===== config.mk =====
export PLATFORM = sky130hd
export DESIGN_NAME = channel_loader
export DESIGN_NICKNAME = d
export VERILOG_FILES = /design/src/rtl/channel_loader.sv
export SDC_FILE = /design/constraint.sdc
export NUM_CORES = 1
export LEC_CHECK = 0
export ABC_CLOCK_PERIOD_IN_PS = 12710
export CAP_MARGIN = 5
export CORE_ASPECT_RATIO = 1.2
export CORE_UTILIZATION = 50
export DETAILED_ROUTE_END_ITERATION = 6
export PLACE_DENSITY = 0.66
export SYNTH_ARGS = -nofsm -noshare
export SYNTH_HDL_FRONTEND = slang
export SYNTH_SLANG_ARGS = --single-unit
export TNS_END_PERCENT = 1

===== constraint.sdc =====
create_clock -name clk -period 12.71 [get_ports clk]
set_input_delay 1.9065 -clock clk [delete_from_list [all_inputs] [get_ports clk]]
set_output_delay 1.9065 -clock clk [all_outputs]
set_load 0.02 [all_outputs]

===== src/rtl/channel_loader.sv =====
// channel_loader
//   Ping-pong frame buffer between the channel estimator and the 4x4
//   bidiagonalization core. Accepts a gapped, column-major valid/ready stream
//   of complex samples and replays each complete 16-element frame as one
//   contiguous row-major burst of 16 valid cycles.
//
// Ports
//   clk, rst          clock, synchronous active-high reset
//   in_valid/in_ready upstream handshake; in_sof marks element 0 of a frame
//   in_R, in_I        upstream sample (signed, BIT_NUM bits each)
//   ds_ready          core idle, may receive a burst
//   out_valid         burst element valid (registered)
//   out_R, out_I      burst element, zero whenever out_valid is low
//   frame_err         one-cycle pulse when a malformed frame/sample is dropped
//
// Output FSM
//   state  | meaning
//   S_IDLE | waiting for a FULL bank at rd_bank and ds_ready
//   S_SEND | presenting element rd_cnt of the burst (16 cycles)
//   S_GAP  | enforcing the idle spacing between bursts
module channel_loader #(
  parameter int BIT_NUM    = 18,
  parameter int GAP_CYCLES = 4
) (
  input  logic                      clk,
  input  logic                      rst,
  input  logic                      in_valid,
  output logic                      in_ready,
  input  logic                      in_sof,
  input  logic signed [BIT_NUM-1:0] in_R,
  input  logic signed [BIT_NUM-1:0] in_I,
  input  logic                      ds_ready,
  output logic                      out_valid,
  output logic signed [BIT_NUM-1:0] out_R,
  output logic signed [BIT_NUM-1:0] out_I,
  output logic                      frame_err
);

  typedef enum logic [1:0] {B_FREE, B_FILLING, B_FULL} bank_st_t;
  typedef enum logic [1:0] {S_IDLE, S_SEND, S_GAP} state_t;

  localparam logic [3:0] GAP_LOAD = 4'(GAP_CYCLES - 1);

  logic signed [BIT_NUM-1:0] mem_r [2][16];
  logic signed [BIT_NUM-1:0] mem_i [2][16];

  bank_st_t   bank_st [2];
  logic       wr_bank;
  logic       rd_bank;
  logic [3:0] wr_cnt;
  logic       frame_open;
  state_t     state;
  logic [3:0] rd_cnt;
  logic [3:0] gap_cnt;

  logic       wr_fire;
  logic       wr_en;
  logic [3:0] wr_addr;
  logic       launch;
  logic [3:0] rd_next;

  // Row-major element n lives at column-major address (n%4)*4 + n/4.
  function automatic logic [3:0] rd_addr(input logic [3:0] n);
    return {n[1:0], n[3:2]};
  endfunction

  assign in_ready = (bank_st[wr_bank] != B_FULL);
  assign wr_fire  = in_valid & in_ready;
  // A non-sof sample with no open frame is dropped, never written.
  assign wr_en    = wr_fire & (in_sof | frame_open);
  assign wr_addr  = in_sof ? 4'd0 : wr_cnt;
  assign launch   = (bank_st[rd_bank] == B_FULL) & ds_ready;
  assign rd_next  = rd_cnt + 4'd1;

  // Sample storage carries no reset; validity is tracked by bank_st.
  always_ff @(posedge clk) begin
    if (wr_en) begin
      mem_r[wr_bank][wr_addr] <= in_R;
      mem_i[wr_bank][wr_addr] <= in_I;
    end
  end

  always_ff @(posedge clk) begin
    if (rst) begin
      bank_st[0] <= B_FREE;
      bank_st[1] <= B_FREE;
      wr_bank    <= 1'b0;
      rd_bank    <= 1'b0;
      wr_cnt     <= 4'd0;
      frame_open <= 1'b0;
      state      <= S_IDLE;
      rd_cnt     <= 4'd0;
      gap_cnt    <= 4'd0;
      out_valid  <= 1'b0;
      out_R      <= '0;
      out_I      <= '0;
      frame_err  <= 1'b0;
    end else begin
      frame_err <= 1'b0;

      // Write side
      if (wr_fire) begin
        if (in_sof) begin
          // A restart inside an open frame discards the partial frame.
          frame_err        <= frame_open;
          frame_open       <= 1'b1;
          wr_cnt           <= 4'd1;
          bank_st[wr_bank] <= B_FILLING;
        end else if (!frame_open) begin
          frame_err <= 1'b1;
        end else if (wr_cnt == 4'd15) begin
          bank_st[wr_bank] <= B_FULL;
          frame_open       <= 1'b0;
          wr_bank          <= ~wr_bank;
          wr_cnt           <= 4'd0;
        end else begin
          wr_cnt <= wr_cnt + 4'd1;
        end
      end

      // Read side. The bank being read is FULL, so the write side can never
      // touch the same bank_st entry in this cycle.
      case (state)
        S_IDLE: begin
          if (launch) begin
            state     <= S_SEND;
            rd_cnt    <= 4'd0;
            out_valid <= 1'b1;
            out_R     <= mem_r[rd_bank][4'd0];
            out_I     <= mem_i[rd_bank][4'd0];
          end
        end
        S_SEND: begin
          if (rd_cnt == 4'd15) begin
            bank_st[rd_bank] <= B_FREE;
            rd_bank          <= ~rd_bank;
            out_valid        <= 1'b0;
            out_R            <= '0;
            out_I            <= '0;
            gap_cnt          <= GAP_LOAD;
            state            <= S_GAP;
          end else begin
            rd_cnt <= rd_next;
            out_R  <= mem_r[rd_bank][rd_addr(rd_next)];
            out_I  <= mem_i[rd_bank][rd_addr(rd_next)];
          end
        end
        S_GAP: begin
          // The terminal gap cycle doubles as the launch decision so the
          // low time between bursts is exactly GAP_CYCLES.
          if (gap_cnt == 4'd0) begin
            if (launch) begin
              state     <= S_SEND;
              rd_cnt    <= 4'd0;
              out_valid <= 1'b1;
              out_R     <= mem_r[rd_bank][4'd0];
              out_I     <= mem_i[rd_bank][4'd0];
            end else begin
              state <= S_IDLE;
            end
          end else begin
            gap_cnt <= gap_cnt - 4'd1;
          end
        end
        default: state <= S_IDLE;
      endcase
    end
  end

endmodule


* After elaboration in Yosys (flattened, before gate mapping)
Memory sizes are Yosys's and may differ from the RTL's. A register that Yosys moved wholly into a read port is not among the register bits.
Index checks and enable logic that the tools add are counted.
** Storage, ports and cells
- Bits in registers :: 55
- Memory bits (writable) :: 1156
- Bits of input ports :: 41
- Output and inout bits :: 39
- Word-level logic and storage cells :: 133
- Memories kept :: 3
** Memories
- mem_i :: depth 2, width 288, rd ports 1, clocked after Yosys merged registers in 1, write ports 1, line 45 : logic signed [BIT_NUM-1:0] mem_i [2][16];
- mem_r :: depth 2, width 288, rd ports 1, clocked after Yosys merged registers in 1, write ports 1, line 44 : logic signed [BIT_NUM-1:0] mem_r [2][16];
- bank_st :: depth 2, width 2, rd ports 2, clocked after Yosys merged registers in 2, write ports 2, line 47 : bank_st_t bank_st [2];
** Cells by class
- Add/sub/neg operators :: 3
- Order comparisons :: 3
- Equal/unequal tests :: 11
- Multiplexer cells :: 74
- Bitwise logic cells :: 11
- Reductions and logical operators :: 17
** Operators with widths (count)
- two-way mux 288 bit :: 1
- two-way mux 18 bit :: 11
- binary-select mux 18 bit (select 4 bit) :: 2
- case mux 18 bit (3 select lines) :: 2
- demux 18 bit (select 4 bit) :: 1
- two-way mux 1 bit :: 38
- two-way mux 4 bit :: 9
- two-way mux 2 bit :: 6
- inequality test 2 bit (second input constant) :: 6
- case mux 4 bit (3 select lines) :: 1
- AND reduction 3 bit :: 4
- greater-or-equal comparator 5 bit (second input constant) :: 2
- NOT 4 -> 5 bit :: 2
- adder 4 x 1 -> 4 bit (second input constant) :: 2
- == test 4 bit (second input constant) :: 2
- case mux 4 bit (2 select lines) :: 1
- case mux 2 bit (3 select lines) :: 1
- AND reduction 2 bit :: 3
- OR reduction 2 bit :: 3
- < comparator 5 x 1 -> 1 bit (second input constant) :: 1
- == test 2 bit (second input constant) :: 2
- zero test 4 bit :: 1
- NOT 1 bit :: 4
- AND reduction 4 bit :: 1
- 9 further kinds :: 13

* Logic depth before layout (Yosys ltp)
- Depth in word-level cells :: 10
- Gate-level depth with buffers :: 10
- Gate-level depth less buffers :: 8

* Worst setup path before layout
No wires, ideal clock.
- Path kind :: in2reg
- Start :: input port in_sof
- End :: memory mem_i[1][108] (netlist name), enable pin
- Library setup time :: 0.429 ns
- Data arrival time :: 4.946 ns
- Data required time :: 12.281 ns
- Slack :: 7.335 ns
- Stages :: 8
- Buffers on the path :: 2
- Cell sequence :: clkbuf_1 > clkinv_1 > ha_1 > or2_1 > clkbuf_1 > nor3_1 > nand2_1 > nor2_1
** Between the ends
- Longest elaborated chain between the ends :: 7
- Elaborated cells between the ends (all ways) :: 11
- Those cells by class :: 2 x order compare; 5 x mux; 3 x bitwise; 1 x reduce/logical
** Ends and longest elaborated chain
- from (decl) :: line 29 : input logic in_sof,
- two-way mux 4 bit :: line 71 : assign wr_addr = in_sof ? 4'd0 : wr_cnt;
- NOT 4 -> 5 bit (implied by the code) :: line 79 : mem_i[wr_bank][wr_addr] <= in_I;
- greater-or-equal comparator 5 bit (implied by the code) or < comparator 5 x 1 -> 1 bit (tied branches) :: line 79
- logical AND 1 bit (implied by the code) :: line 79
- two-way mux 18 bit (implied by the code) :: line 79
- demux 18 bit (select 4 bit) :: line 79
- two-way mux 288 bit (implied by the code) * :: line 79
- to (decl) :: line 45
Every way passes the cells marked *; elsewhere a longest branch is shown, timed or not.

* Final worst setup path
- Start :: input port in_sof
- End :: memory mem_i[1][84] (netlist name), enable pin
The elaborated chain is that of the path after synthesis.

==> out/qor.txt <==
initial antenna violation count: 1
status: finished, final reports clean
register bit total from synthesis: 1213
routed wire length per instance: 28.9 µm
worst-margin pin slew: 1300 ps
Max Fclk: 207 MHz
Tightest Hold Check Type: flip-flop to flip-flop
RSZ-0062 raised after global routing: no
vias per cell: 6.27
clk_skew: 23.7 ps
Synth Cell Area: 0.0471 mm²
post-CTS setup buffers: 0
maximum VDD drop: 0.000102 V
final WL: 122000 µm
CTS tree: built
syn_nets: 2845
Synth Instances: 2799
Initial Util: 0.508
worst skew pair latency: 710 ps
Fill cells: 6977
total clock sinks: 1213
Resized Gates After CTS: 0
YS warnings: 0
critical path peak fanout: 36
setup violators final: 0
post-synthesis cell type count: 60
number of synthesized flops with an enable pin: 1152
count leader, synth: edfxtp_1
Final Wtd Congestion: 0.898
Antenna Nets Post-Route: 0
Rel. slew slack: 0.128
Final Max Slew Viols: 0
Die ar.: 0.0955 mm²
Port Buffers: 79
DR vias: 26.5k
dpl hpwl: 70100 µm
CP Capture Type: flip-flop
Die Y: 338 µm
first-pass GRT wire length: 177000 µm
area grow syn2layout: 12.6%
fin nets: 2937
Leakage Power: 16.6 nW
predominant post-synthesis flop cell: edfxtp_1
n_diodes: 0
DRT Pass-1 Iters: 5
Final Hold Viols: 0
Cells after DPL: 4014
Critical Path Source Type: primary input
vias in the first global route: 26.4k
DRC: 0
setup TNS: 0 ps
IO Pins: 80
post-synth top area cell: edfxtp_1
Synth top cells by count: 1152 x edfxtp_1, 453 x nand2_1, 186 x nand3_1
final setup margin: 7880 ps
all-layer global routing usage: 0.257
sequential-to-total area share from yosys stat: 0.760
largest net degree at the start of global routing: 146
final worst path period need: 4830 ps
die width: 282 µm
H-tree depth: 3
total power per unit cell area: 147 mW/mm²
Setup CP Type: primary input to flip-flop
CTS max path bufs: 3
Post-CTS Hold Buffers: 0
syn avg cell area: 16.8 µm²
WP data arrival: 5140 ps
required time worst endpoint: 13020 ps
Core Box Area: 0.0928 mm²
crit share post-route: 0.380
Synth area leaders: edfxtp_1 73%, mux4_2 6.9%, nand2_1 3.6%, dfxtp_1 2.6%, nand3_1 2.0%
Rows: 122
DP Worst Slack: 7230 ps
Max Cap Violations: 0
initial drt markers: 3081
layout cells sized above 1: 0.157
total grt overflow: 0
Non-Filler Instances: 4226
Synth top area share: 0.734
TritonCTS Buffers: 113
fraction of registers with async set/reset: 0
Worst-path clk slew: 60 ps
CTS root buf: clkbuf_16
==> critical path: stages <==
cell and delay, ps:
clkdlybuf4s50_1 680, clkinv_1 370, ha_1 350, or2_1 310
nor3_1 320, and2_1 190, and4_2 960
==> per-stage QoR <==
| step | power, W | cell area, µm² | hold slack [ps] | util |
|---|---|---|---|---|
| after global routing | 0.00799 | 53000 | 532 | 0.572 |
| after CTS | 0.00784 | 53000 | 501 | 0.571 |
| after detailed placement | 0.00458 | 49400 | 493 | 0.532 |
| after global placement | 0.00458 | 49400 | 465 | 0.532 |
| final | 0.00781 | 53000 | 503 | 0.572 |
| after floorplan | 0.00449 | 47100 | 448 | - |
==> power breakdown <==
part,leakage [nW],switching [W],total [W],internal [W]
Combinational,3.97,0.0000962,0.000117,0.0000209
Sequential,10.9,0.00000340,0.00438,0.00438
Clock,1.78,0.00145,0.00331,0.00186
==> layer usage <==
metal | vias up | wire length [µm] | GRT usage | part of all wire
li1 | 11200 | - | - | -
met1 | 13800 | 49400 | 0.367 | 0.40
met2 | 1322 | 58800 | 0.412 | 0.48
met3 | 175 | 10800 | 0.0378 | 0.088
met4 | 2 | 2980 | 0.0749 | 0.024
met5 | - | 26 | 0 | 0.00021
==> worst paths after layout <==
| check | end | cells past startpoint | slack, ps | from |
|---|---|---|---|---|
| setup / recovery | mem_i[1][84]$_DFFE_PP_ | 7 | 7880 | in_sof |
| hold / removal | bank_st[0][1]$_SDFFE_PP0P_ | 2 | 500 | bank_st[0][1]$_SDFFE_PP0P_ |
| setup reg to reg | out_R[7]$_SDFFE_PP0P_ | 8 | 8170 | rd_cnt[3]$_SDFFE_PP0P_ |
| hold reg to reg | bank_st[0][1]$_SDFFE_PP0P_ | 2 | 500 | bank_st[0][1]$_SDFFE_PP0P_ |
==> cell families (layout without fill, tap and decap cells) <==
group / after synthesis / after routing / synth area share
DFF: 1213 / 1213 / 0.760
and+or+nand+nor: 806 / 806 / 0.0752
AOI/OAI and AO/OA: 397 / 397 / 0.0633
buffers and inverters: 187 / 374 / 0.0203
muxes: 183 / 183 / 0.0775
xor gates and xnor gates: 8 / 8 / 0.00220
adders and majority gates: 5 / 5 / 0.00133
==> state kept, by name, summed over array words and instances (netlist names), named ones only <==
name,count
out_valid,1
wr_bank,1
rd_cnt,4
state,2
frame_err,1
wr_cnt,4
rd_bank,1
out_I,18
gap_cnt,4
mem_i,576
mem_r,576
frame_open,1
bank_st,4
out_R,18
==> cell usage in the layout (no fill, tap or decap), drive strengths merged, types with 3 or more instances in the layout <==
cell,Yosys,layout
nand3,187,187
clkinvlp,0,5
a31oi,38,38
clkinv,2,51
xor2,3,3
nand2,453,453
nor2,61,61
dfxtp,61,61
nor3,11,11
o2111ai,35,35
bufinv,0,8
a221oi,36,36
o21ai,46,46
edfxtp,1152,1152
inv,9,14
clkbuf,74,143
clkdlybuf4s50,0,70
mux2i,37,37
ha,5,5
and2,4,4
a22oi,3,3
nand4,35,35
buf,102,83
xnor2,5,5
a21o,36,36
a31o,36,36
a21oi,50,50
nor2b,40,40
a41oi,35,35
a211oi,75,75
mux4,145,145
and3,4,4
==> cell type report <==
cell class,instances,area (µm²),area share
flip-flops and latches,1213,35800,0.675
repair buffers,153,1340,0.0252
inverters,11,41.3,0.000778
clock inverters,67,591,0.0111
multi-input cells,1399,10700,0.201
well taps,1240,1550,0.0292
clock buffers,143,3040,0.0573
(Power assumes the default switching activity.)
